File: config.mk
export PLATFORM = sky130hd
export DESIGN_NAME = commit_wb_arbiter_flat
export DESIGN_NICKNAME = d
export VERILOG_FILES = /design/src/rtl/commit_wb_arbiter_if.sv /design/src/rtl/commit_wb_arbiter.sv /design/src/flat_wrapper.sv
export SDC_FILE = /design/constraint.sdc
export NUM_CORES = 1
export LEC_CHECK = 0
export BUFFER_PORTS_ARGS = -buffer_cell sky130_fd_sc_hd__buf_2
export CORE_AREA = 3 3 157 159
export DETAILED_ROUTE_END_ITERATION = 12
export DIE_AREA = 0 0 160 162
export GPL_ROUTABILITY_DRIVEN = 0
export REMOVE_ABC_BUFFERS = 1
export SLEW_MARGIN = 30
export SYNTH_ARGS = -nofsm -noshare
export SYNTH_HDL_FRONTEND = slang
export SYNTH_SLANG_ARGS = --single-unit
File: constraint.sdc
create_clock -name clk -period 2.69 [get_ports clk]
set_input_delay 0.269 -clock clk [delete_from_list [all_inputs] [get_ports clk]]
set_output_delay 0.269 -clock clk [all_outputs]
set_load 0.005 [all_outputs]
File: src/rtl/commit_wb_arbiter_if.sv
// commit_wb_arbiter_if: execution-unit commit lanes in, one registered
// writeback beat out, plus the optional per-lane stall counters.
interface commit_wb_arbiter_if #(
    parameter int NUM_INPUTS = 4,
    parameter int DATAW      = 64,
    parameter int CTRW       = 16,
    parameter int SELW       = $clog2(NUM_INPUTS)
);
    logic [NUM_INPUTS-1:0]       valid_in;
    logic [NUM_INPUTS-1:0]       ready_in;
    logic [NUM_INPUTS*DATAW-1:0] data_in;
    logic [NUM_INPUTS-1:0]       sop_in;
    logic [NUM_INPUTS-1:0]       eop_in;
    logic                        valid_out;
    logic                        ready_out;
    logic [DATAW-1:0]            data_out;
    logic                        sop_out;
    logic                        eop_out;
    logic [SELW-1:0]             sel_out;
    logic [NUM_INPUTS*CTRW-1:0]  stall_cnt;

    modport master (
        output valid_in, data_in, sop_in, eop_in, ready_out,
        input  ready_in, valid_out, data_out, sop_out, eop_out,
        input  sel_out, stall_cnt
    );

    modport slave (
        input  valid_in, data_in, sop_in, eop_in, ready_out,
        output ready_in, valid_out, data_out, sop_out, eop_out,
        output sel_out, stall_cnt
    );
endinterface

File: src/rtl/commit_wb_arbiter.sv
// commit_wb_arbiter: round-robin commit arbiter with packet lock and
// starvation guard; stall counters only exist with COMMIT_ARB_PERF_EN.
module commit_wb_arbiter #(
    parameter int NUM_INPUTS   = 4,
    parameter int DATAW        = 64,
    parameter int STARVE_LIMIT = 15,
    parameter int CTRW         = 16
) (
    input  logic              clk,
    input  logic              reset_n,
    commit_wb_arbiter_if.slave bus
);
    localparam int SELW = $clog2(NUM_INPUTS);
    localparam logic [7:0] LIMIT = 8'(STARVE_LIMIT);

    typedef enum logic {
        IDLE,
        LOCKED
    } lock_state_e;

    lock_state_e state_q, state_d;
    logic [SELW-1:0] lock_idx_q, lock_idx_d;
    logic [SELW-1:0] rr_ptr_q;
    logic [7:0]      starve_q [NUM_INPUTS];

    logic             valid_q;
    logic             sop_q;
    logic             eop_q;
    logic [DATAW-1:0] data_q;
    logic [SELW-1:0]  sel_q;

    logic                  load_en;
    logic                  locked;
    logic                  starve_hit;
    logic [SELW-1:0]       starve_idx;
    logic                  rr_hit;
    logic [SELW-1:0]       rr_idx;
    logic                  grant_any;
    logic [SELW-1:0]       grant_idx;
    logic [NUM_INPUTS-1:0] grant;
    logic [NUM_INPUTS-1:0] ready;
    logic [NUM_INPUTS-1:0] fire;
    logic                  fire_any;
    logic                  fire_eop;
    logic [DATAW-1:0]      fire_data;

    assign load_en = !valid_q || bus.ready_out;
    assign locked  = (state_q == LOCKED);

    // Descending scan so the lowest starved index wins.
    always_comb begin : starve_pick
        starve_hit = 1'b0;
        starve_idx = '0;
        for (int i = NUM_INPUTS - 1; i >= 0; i--) begin
            if (bus.valid_in[i] && starve_q[i] == LIMIT) begin
                starve_hit = 1'b1;
                starve_idx = SELW'(i);
            end
        end
    end

    always_comb begin : rr_pick
        logic [SELW-1:0] j;
        rr_hit = 1'b0;
        rr_idx = '0;
        j      = '0;
        for (int k = NUM_INPUTS; k >= 1; k--) begin
            j = SELW'((int'(rr_ptr_q) + k) % NUM_INPUTS);
            if (bus.valid_in[j]) begin
                rr_hit = 1'b1;
                rr_idx = j;
            end
        end
    end

    always_comb begin : grant_pick
        grant_any = 1'b0;
        grant_idx = '0;
        unique case (1'b1)
            locked: begin
                grant_any = 1'b1;
                grant_idx = lock_idx_q;
            end
            (!locked && starve_hit): begin
                grant_any = 1'b1;
                grant_idx = starve_idx;
            end
            (!locked && !starve_hit && rr_hit): begin
                grant_any = 1'b1;
                grant_idx = rr_idx;
            end
            default: begin
                grant_any = 1'b0;
                grant_idx = '0;
            end
        endcase
    end

    assign grant     = grant_any ? (NUM_INPUTS'(1) << grant_idx) : '0;
    // Reset gating keeps every lane blocked while reset_n is low.
    assign ready     = grant & {NUM_INPUTS{load_en & reset_n}};
    assign fire      = bus.valid_in & ready;
    assign fire_any  = |fire;
    assign fire_eop  = bus.eop_in[grant_idx];
    assign fire_data = bus.data_in[int'(grant_idx)*DATAW +: DATAW];

    always_comb begin : lock_next
        state_d    = state_q;
        lock_idx_d = lock_idx_q;
        unique case (state_q)
            IDLE: begin
                if (fire_any && !fire_eop) begin
                    state_d    = LOCKED;
                    lock_idx_d = grant_idx;
                end
            end
            LOCKED: begin
                if (fire_any && fire_eop) begin
                    state_d = IDLE;
                end
            end
            default: state_d = IDLE;
        endcase
    end

    always_ff @(posedge clk or negedge reset_n) begin
        if (!reset_n) begin
            state_q    <= IDLE;
            lock_idx_q <= '0;
            rr_ptr_q   <= SELW'(NUM_INPUTS - 1);
        end else begin
            state_q    <= state_d;
            lock_idx_q <= lock_idx_d;
            if (fire_any) begin
                rr_ptr_q <= grant_idx;
            end
        end
    end

    // Downstream backpressure is not starvation, so counters need load_en.
    always_ff @(posedge clk or negedge reset_n) begin
        if (!reset_n) begin
            for (int i = 0; i < NUM_INPUTS; i++) begin
                starve_q[i] <= '0;
            end
        end else begin
            for (int i = 0; i < NUM_INPUTS; i++) begin
                if (fire[i]) begin
                    starve_q[i] <= '0;
                end else if (bus.valid_in[i] && !ready[i] && load_en &&
                             starve_q[i] != LIMIT) begin
                    starve_q[i] <= starve_q[i] + 8'd1;
                end
            end
        end
    end

    always_ff @(posedge clk or negedge reset_n) begin
        if (!reset_n) begin
            valid_q <= 1'b0;
            data_q  <= '0;
            sop_q   <= 1'b0;
            eop_q   <= 1'b0;
            sel_q   <= '0;
        end else if (load_en) begin
            valid_q <= fire_any;
            if (fire_any) begin
                data_q <= fire_data;
                sop_q  <= bus.sop_in[grant_idx];
                eop_q  <= fire_eop;
                sel_q  <= grant_idx;
            end
        end
    end

    assign bus.ready_in  = ready;
    assign bus.valid_out = valid_q;
    assign bus.data_out  = data_q;
    assign bus.sop_out   = sop_q;
    assign bus.eop_out   = eop_q;
    assign bus.sel_out   = sel_q;

`ifdef COMMIT_ARB_PERF_EN
    logic [CTRW-1:0] stall_q [NUM_INPUTS];

    always_ff @(posedge clk or negedge reset_n) begin
        if (!reset_n) begin
            for (int i = 0; i < NUM_INPUTS; i++) begin
                stall_q[i] <= '0;
            end
        end else begin
            for (int i = 0; i < NUM_INPUTS; i++) begin
                if (bus.valid_in[i] && !ready[i]) begin
                    stall_q[i] <= stall_q[i] + CTRW'(1);
                end
            end
        end
    end

    for (genvar g = 0; g < NUM_INPUTS; g++) begin : g_stall
        assign bus.stall_cnt[g*CTRW +: CTRW] = stall_q[g];
    end
`else
    assign bus.stall_cnt = '0;
`endif

endmodule

File: src/flat_wrapper.sv
// flat-port wrapper written by rule: the top's interface ports become plain ports
module commit_wb_arbiter_flat 
#(
    parameter int NUM_INPUTS   = 4,
    parameter int DATAW        = 64,
    parameter int STARVE_LIMIT = 15,
    parameter int CTRW         = 16
)
  (clk, reset_n, bus_valid_in, bus_data_in, bus_sop_in, bus_eop_in, bus_ready_out, bus_ready_in, bus_valid_out, bus_data_out, bus_sop_out, bus_eop_out, bus_sel_out, bus_stall_cnt);
  commit_wb_arbiter_if #(.NUM_INPUTS(NUM_INPUTS), .DATAW(DATAW), .CTRW(CTRW)) bus_i ();
  input  logic clk;
  input  logic reset_n;
  input wire logic [$bits(bus_i.valid_in)-1:0] bus_valid_in;
  input wire logic [$bits(bus_i.data_in)-1:0] bus_data_in;
  input wire logic [$bits(bus_i.sop_in)-1:0] bus_sop_in;
  input wire logic [$bits(bus_i.eop_in)-1:0] bus_eop_in;
  input wire logic [$bits(bus_i.ready_out)-1:0] bus_ready_out;
  output wire logic [$bits(bus_i.ready_in)-1:0] bus_ready_in;
  output wire logic [$bits(bus_i.valid_out)-1:0] bus_valid_out;
  output wire logic [$bits(bus_i.data_out)-1:0] bus_data_out;
  output wire logic [$bits(bus_i.sop_out)-1:0] bus_sop_out;
  output wire logic [$bits(bus_i.eop_out)-1:0] bus_eop_out;
  output wire logic [$bits(bus_i.sel_out)-1:0] bus_sel_out;
  output wire logic [$bits(bus_i.stall_cnt)-1:0] bus_stall_cnt;
  assign bus_i.valid_in = bus_valid_in;
  assign bus_i.data_in = bus_data_in;
  assign bus_i.sop_in = bus_sop_in;
  assign bus_i.eop_in = bus_eop_in;
  assign bus_i.ready_out = bus_ready_out;
  assign bus_ready_in = bus_i.ready_in;
  assign bus_valid_out = bus_i.valid_out;
  assign bus_data_out = bus_i.data_out;
  assign bus_sop_out = bus_i.sop_out;
  assign bus_eop_out = bus_i.eop_out;
  assign bus_sel_out = bus_i.sel_out;
  assign bus_stall_cnt = bus_i.stall_cnt;
  commit_wb_arbiter #(.NUM_INPUTS(NUM_INPUTS), .DATAW(DATAW), .STARVE_LIMIT(STARVE_LIMIT), .CTRW(CTRW)) u_core (.clk(clk), .reset_n(reset_n), .bus(bus_i));
endmodule
==> flow_metrics.tcl <==
set metrics [dict create \
    status "finished, violations left" \
    violations "negative setup slack" \
    p_clk_share_pct 10.6 \
    fmax_mhz 354 \
    p_int_mw 7.92 \
    hold_viol 0 \
    worstHoldPathType "primary input to asynchronous set/reset pin" \
    cts_tree "built" \
    ctsHtreeMaxLevel 3 \
    dpl.cell_count 1389 \
    p_per_area_nw_per_um2 1150 \
    post-route-period-util_pct 105 \
    hold_slack_ns 0.0451 \
    skew_ns 0.00968 \
    drive_gt1_share_pct 51.1 \
    num_vias 6576 \
    synth_commonest_cells "mux2i_1 (200), dfrtp_1 (104), mux2_1 (66)" \
    grt_pass1_wl_um 34900 \
    dpl_worst_slack_ns -0.195 \
    netlist_area_um2 7370 \
    drv_slew 0 \
    ys_ff_latch 106 \
    seq_power_share_pct 22.1 \
    synth_area_leaders "dfrtp_1 (35%), mux2i_1 (27%), mux2_1 (10%), buf_4 (6.5%), xor2_1 (1.9%)" \
    antenna-diode-count 0 \
    power.leakage_nw 5.84 \
    synth_top_area_cell "dfrtp_1" \
    route.detailed.drc 0 \
    required_ns 2.92 \
    dp_hpwl_um 17600 \
    die_area_um2 25900 \
    max_stage_delay_ns 0.39 \
    synth_top_area_share_pct 35.3 \
    die_w_um 160 \
    fin_setup_tns_ns -6.50 \
    start_util_pct 31.5 \
    maxCapViolations 0 \
    path_cells "or3_1 -> or3_4 -> o211a_4 -> or3_4 -> a311oi_4 -> a31oi_4 -> buf_12 -> buf_12 -> mux2_1" \
    drtIter0Drc 308 \
    coreArea_um2 23400 \
    fin_util_pct 46.6 \
    row_count 56 \
    arrival_ns 3.06 \
    yosysSeqAreaShare_pct 36.0 \
    cts_buffer_depth 2 \
    synth_ff_type "dfrtp_1" \
    syn_avg_cell_area_um2 10.9 \
    cts-root-buf "clkbuf_16" \
    drt-total-wl_um 23900 \
    grtUsageTotal_pct 16.7 \
    end_kind "flip-flop" \
    worstSetupPathType "flip-flop to flip-flop" \
    rsz0062_at_grt "yes" \
    antenna_left 0 \
    ys_types 58 \
    layout.cells.non_filler 1431 \
    min_period_ns 2.83 \
    crit_slowest_cell "or3_1" \
    synth.most_common_cell "mux2i_1" \
    setup_viol 74 \
    dr.pass1.iters 4 \
    crit_fanout 12 \
    tightest_slew_ns 0.753 \
    syn_inst 677 \
    grt_max_degree 58 \
    synth-edff-count 0 \
    setup_slack_ns -0.138 \
    slew_headroom_pct 49.8 \
    antenna_found_initial 0 \
    p_sw_share_pct 37.1 \
    cts_sinks 106 \
    numCtsBuffers 9 \
    wl_per_cell_um 16.7 \
    comb_power_share_pct 67.2 \
    clk_latency_ns 0.35 \
    grt_pass1_vias 6564 \
    clk_pin_slew_ns 0.08 \
    grt_overflow_total 0 \
    ios 408 \
    area_delta_synth_final_pct 48.1 \
    ys_warn_count 0 \
    fin_nets 1382 \
    startpoint_type "flip-flop" \
    portBuffers 343 \
    vias_per_cell 4.60 \
    p_switching_mw 4.67 \
    synthArstFlopShare_pct 100 \
    die_h_um 162 \
    ir_drop_mv 0.570 \
]
-- cell families (layout without fill, tap and decap cells) --
family | Yosys count | after routing | share of synthesized area [%]
AO/OA/AOI/OAI | 46 | 46 | 5.23
XOR/XNOR | 23 | 23 | 2.73
adder cells (fa/ha/maj) | 4 | 4 | 0.679
buffers and inverters | 109 | 481 | 9.24
flip-flops | 106 | 106 | 36.0
multiplexers | 271 | 271 | 38.0
other | 1 | 64 | 0.0509
AND/OR/NAND/NOR | 117 | 117 | 8.01
-- through the flow --
stage | instance area (um2) | power [mW]
after CTS | 10500 | 11.6
after global routing | 10900 | 13.4
after global placement | 9860 | 9.35
after floorplan | 6950 | 6.31
after detailed placement | 9860 | 9.48
final | 10900 | 12.6
-- per-layer routing --
layer | vias to the layer above | share of wire, % | GRT usage (%)
li1 | 3185 | - | -
met1 | 3138 | 42 | 21.4
met2 | 231 | 50 | 28.6
met3 | 22 | 6.6 | 3.32
met4 | 0 | 1.5 | 4.77
met5 | - | 0 | 0
-- layout make-up --
class                           count  area [um2]
Clock buffer                       10         239
Fill cell                        2243       12500
Timing Repair Buffer              458        2920
Multi-Input combinational cell    525        4610
Clock inverter                      6        56.3
Sequential cell                   106        2660
Inverter                            7        26.3
Tap cell                          319         399
-- cell usage in the layout (no fill, tap or decap), types with 4 or more instances in the layout --
master and count:
buf_2 341, mux2i_1 196, dfrtp_1 104, buf_4 81
mux2_4 65, conb_1 64, nor2_1 32, nand2_1 24
xor2_1 16, buf_6 16, clkbuf_16 13, nand3_1 12
buf_12 10, nand4_1 9, inv_1 7, xnor2_1 7
a21oi_1 6, o21ai_0 5, nor4_1 4, a311o_1 4
ha_1 4
-- sequential cells by signal, indices dropped and copies added (netlist names), named ones only --
register	cells
u_core.bus.data_out	64
u_core.starve_q	32
u_core.bus.eop_out	1
u_core.bus.valid_out	1
u_core.bus.sel_out	2
u_core.bus.sop_out	1
u_core.lock_idx_q	2
u_core.rr_ptr_q	2
-- worst max-delay path: cells and delay by family (launching register included) --
kind | cells | cell delay [ns]
flip-flops | 1 | 0.38
AO/OA/AOI/OAI | 3 | 0.52
buffers and inverters | 2 | 0.35
multiplexers | 1 | 0.31
AND/OR/NAND/NOR | 3 | 1.13
-- repair_timing --
item                                    in CTS  in global routing
gates cloned                                 3                  6
hold endpoints to repair                     0                  0
resized for setup                           45                 69
setup buffers                               10                  8
endpoints found under the setup margin      73                 77
pin swaps                                    2                  5
hold buffers                                 0                  0
-- power by group through the flow --
stage	Sequential [mW]	Combinational [mW]	Clock (mW)
after floorplan	2.82	3.49	0
after global placement	2.76	6.59	0
after detailed placement	2.78	6.69	0
after CTS	2.77	7.46	1.39
after global routing	2.89	9.10	1.46
final	2.78	8.46	1.34
-- worst paths after layout --
path	startpoint	to	slack [ns]	cells after the start
setup / recovery	u_core.starve_q[5]$_DFFE_PN0P_	u_core.bus.data_out[9]$_DFFE_PN0P_	-0.14	9
hold / removal	reset_n	u_core.bus.data_out[52]$_DFFE_PN0P_	0.05	2
setup reg to reg	u_core.starve_q[5]$_DFFE_PN0P_	u_core.bus.data_out[9]$_DFFE_PN0P_	-0.14	9
hold reg to reg	u_core.bus.data_out[29]$_DFFE_PN0P_	u_core.bus.data_out[29]$_DFFE_PN0P_	0.49	1
max in group asynchronous	reset_n	u_core.bus.data_out[30]$_DFFE_PN0P_	1.44	3
min in group clk	bus_valid_in[1]	u_core.starve_q[23]$_DFFE_PN0P_	0.27	2
(Power assumes the default switching activity.)
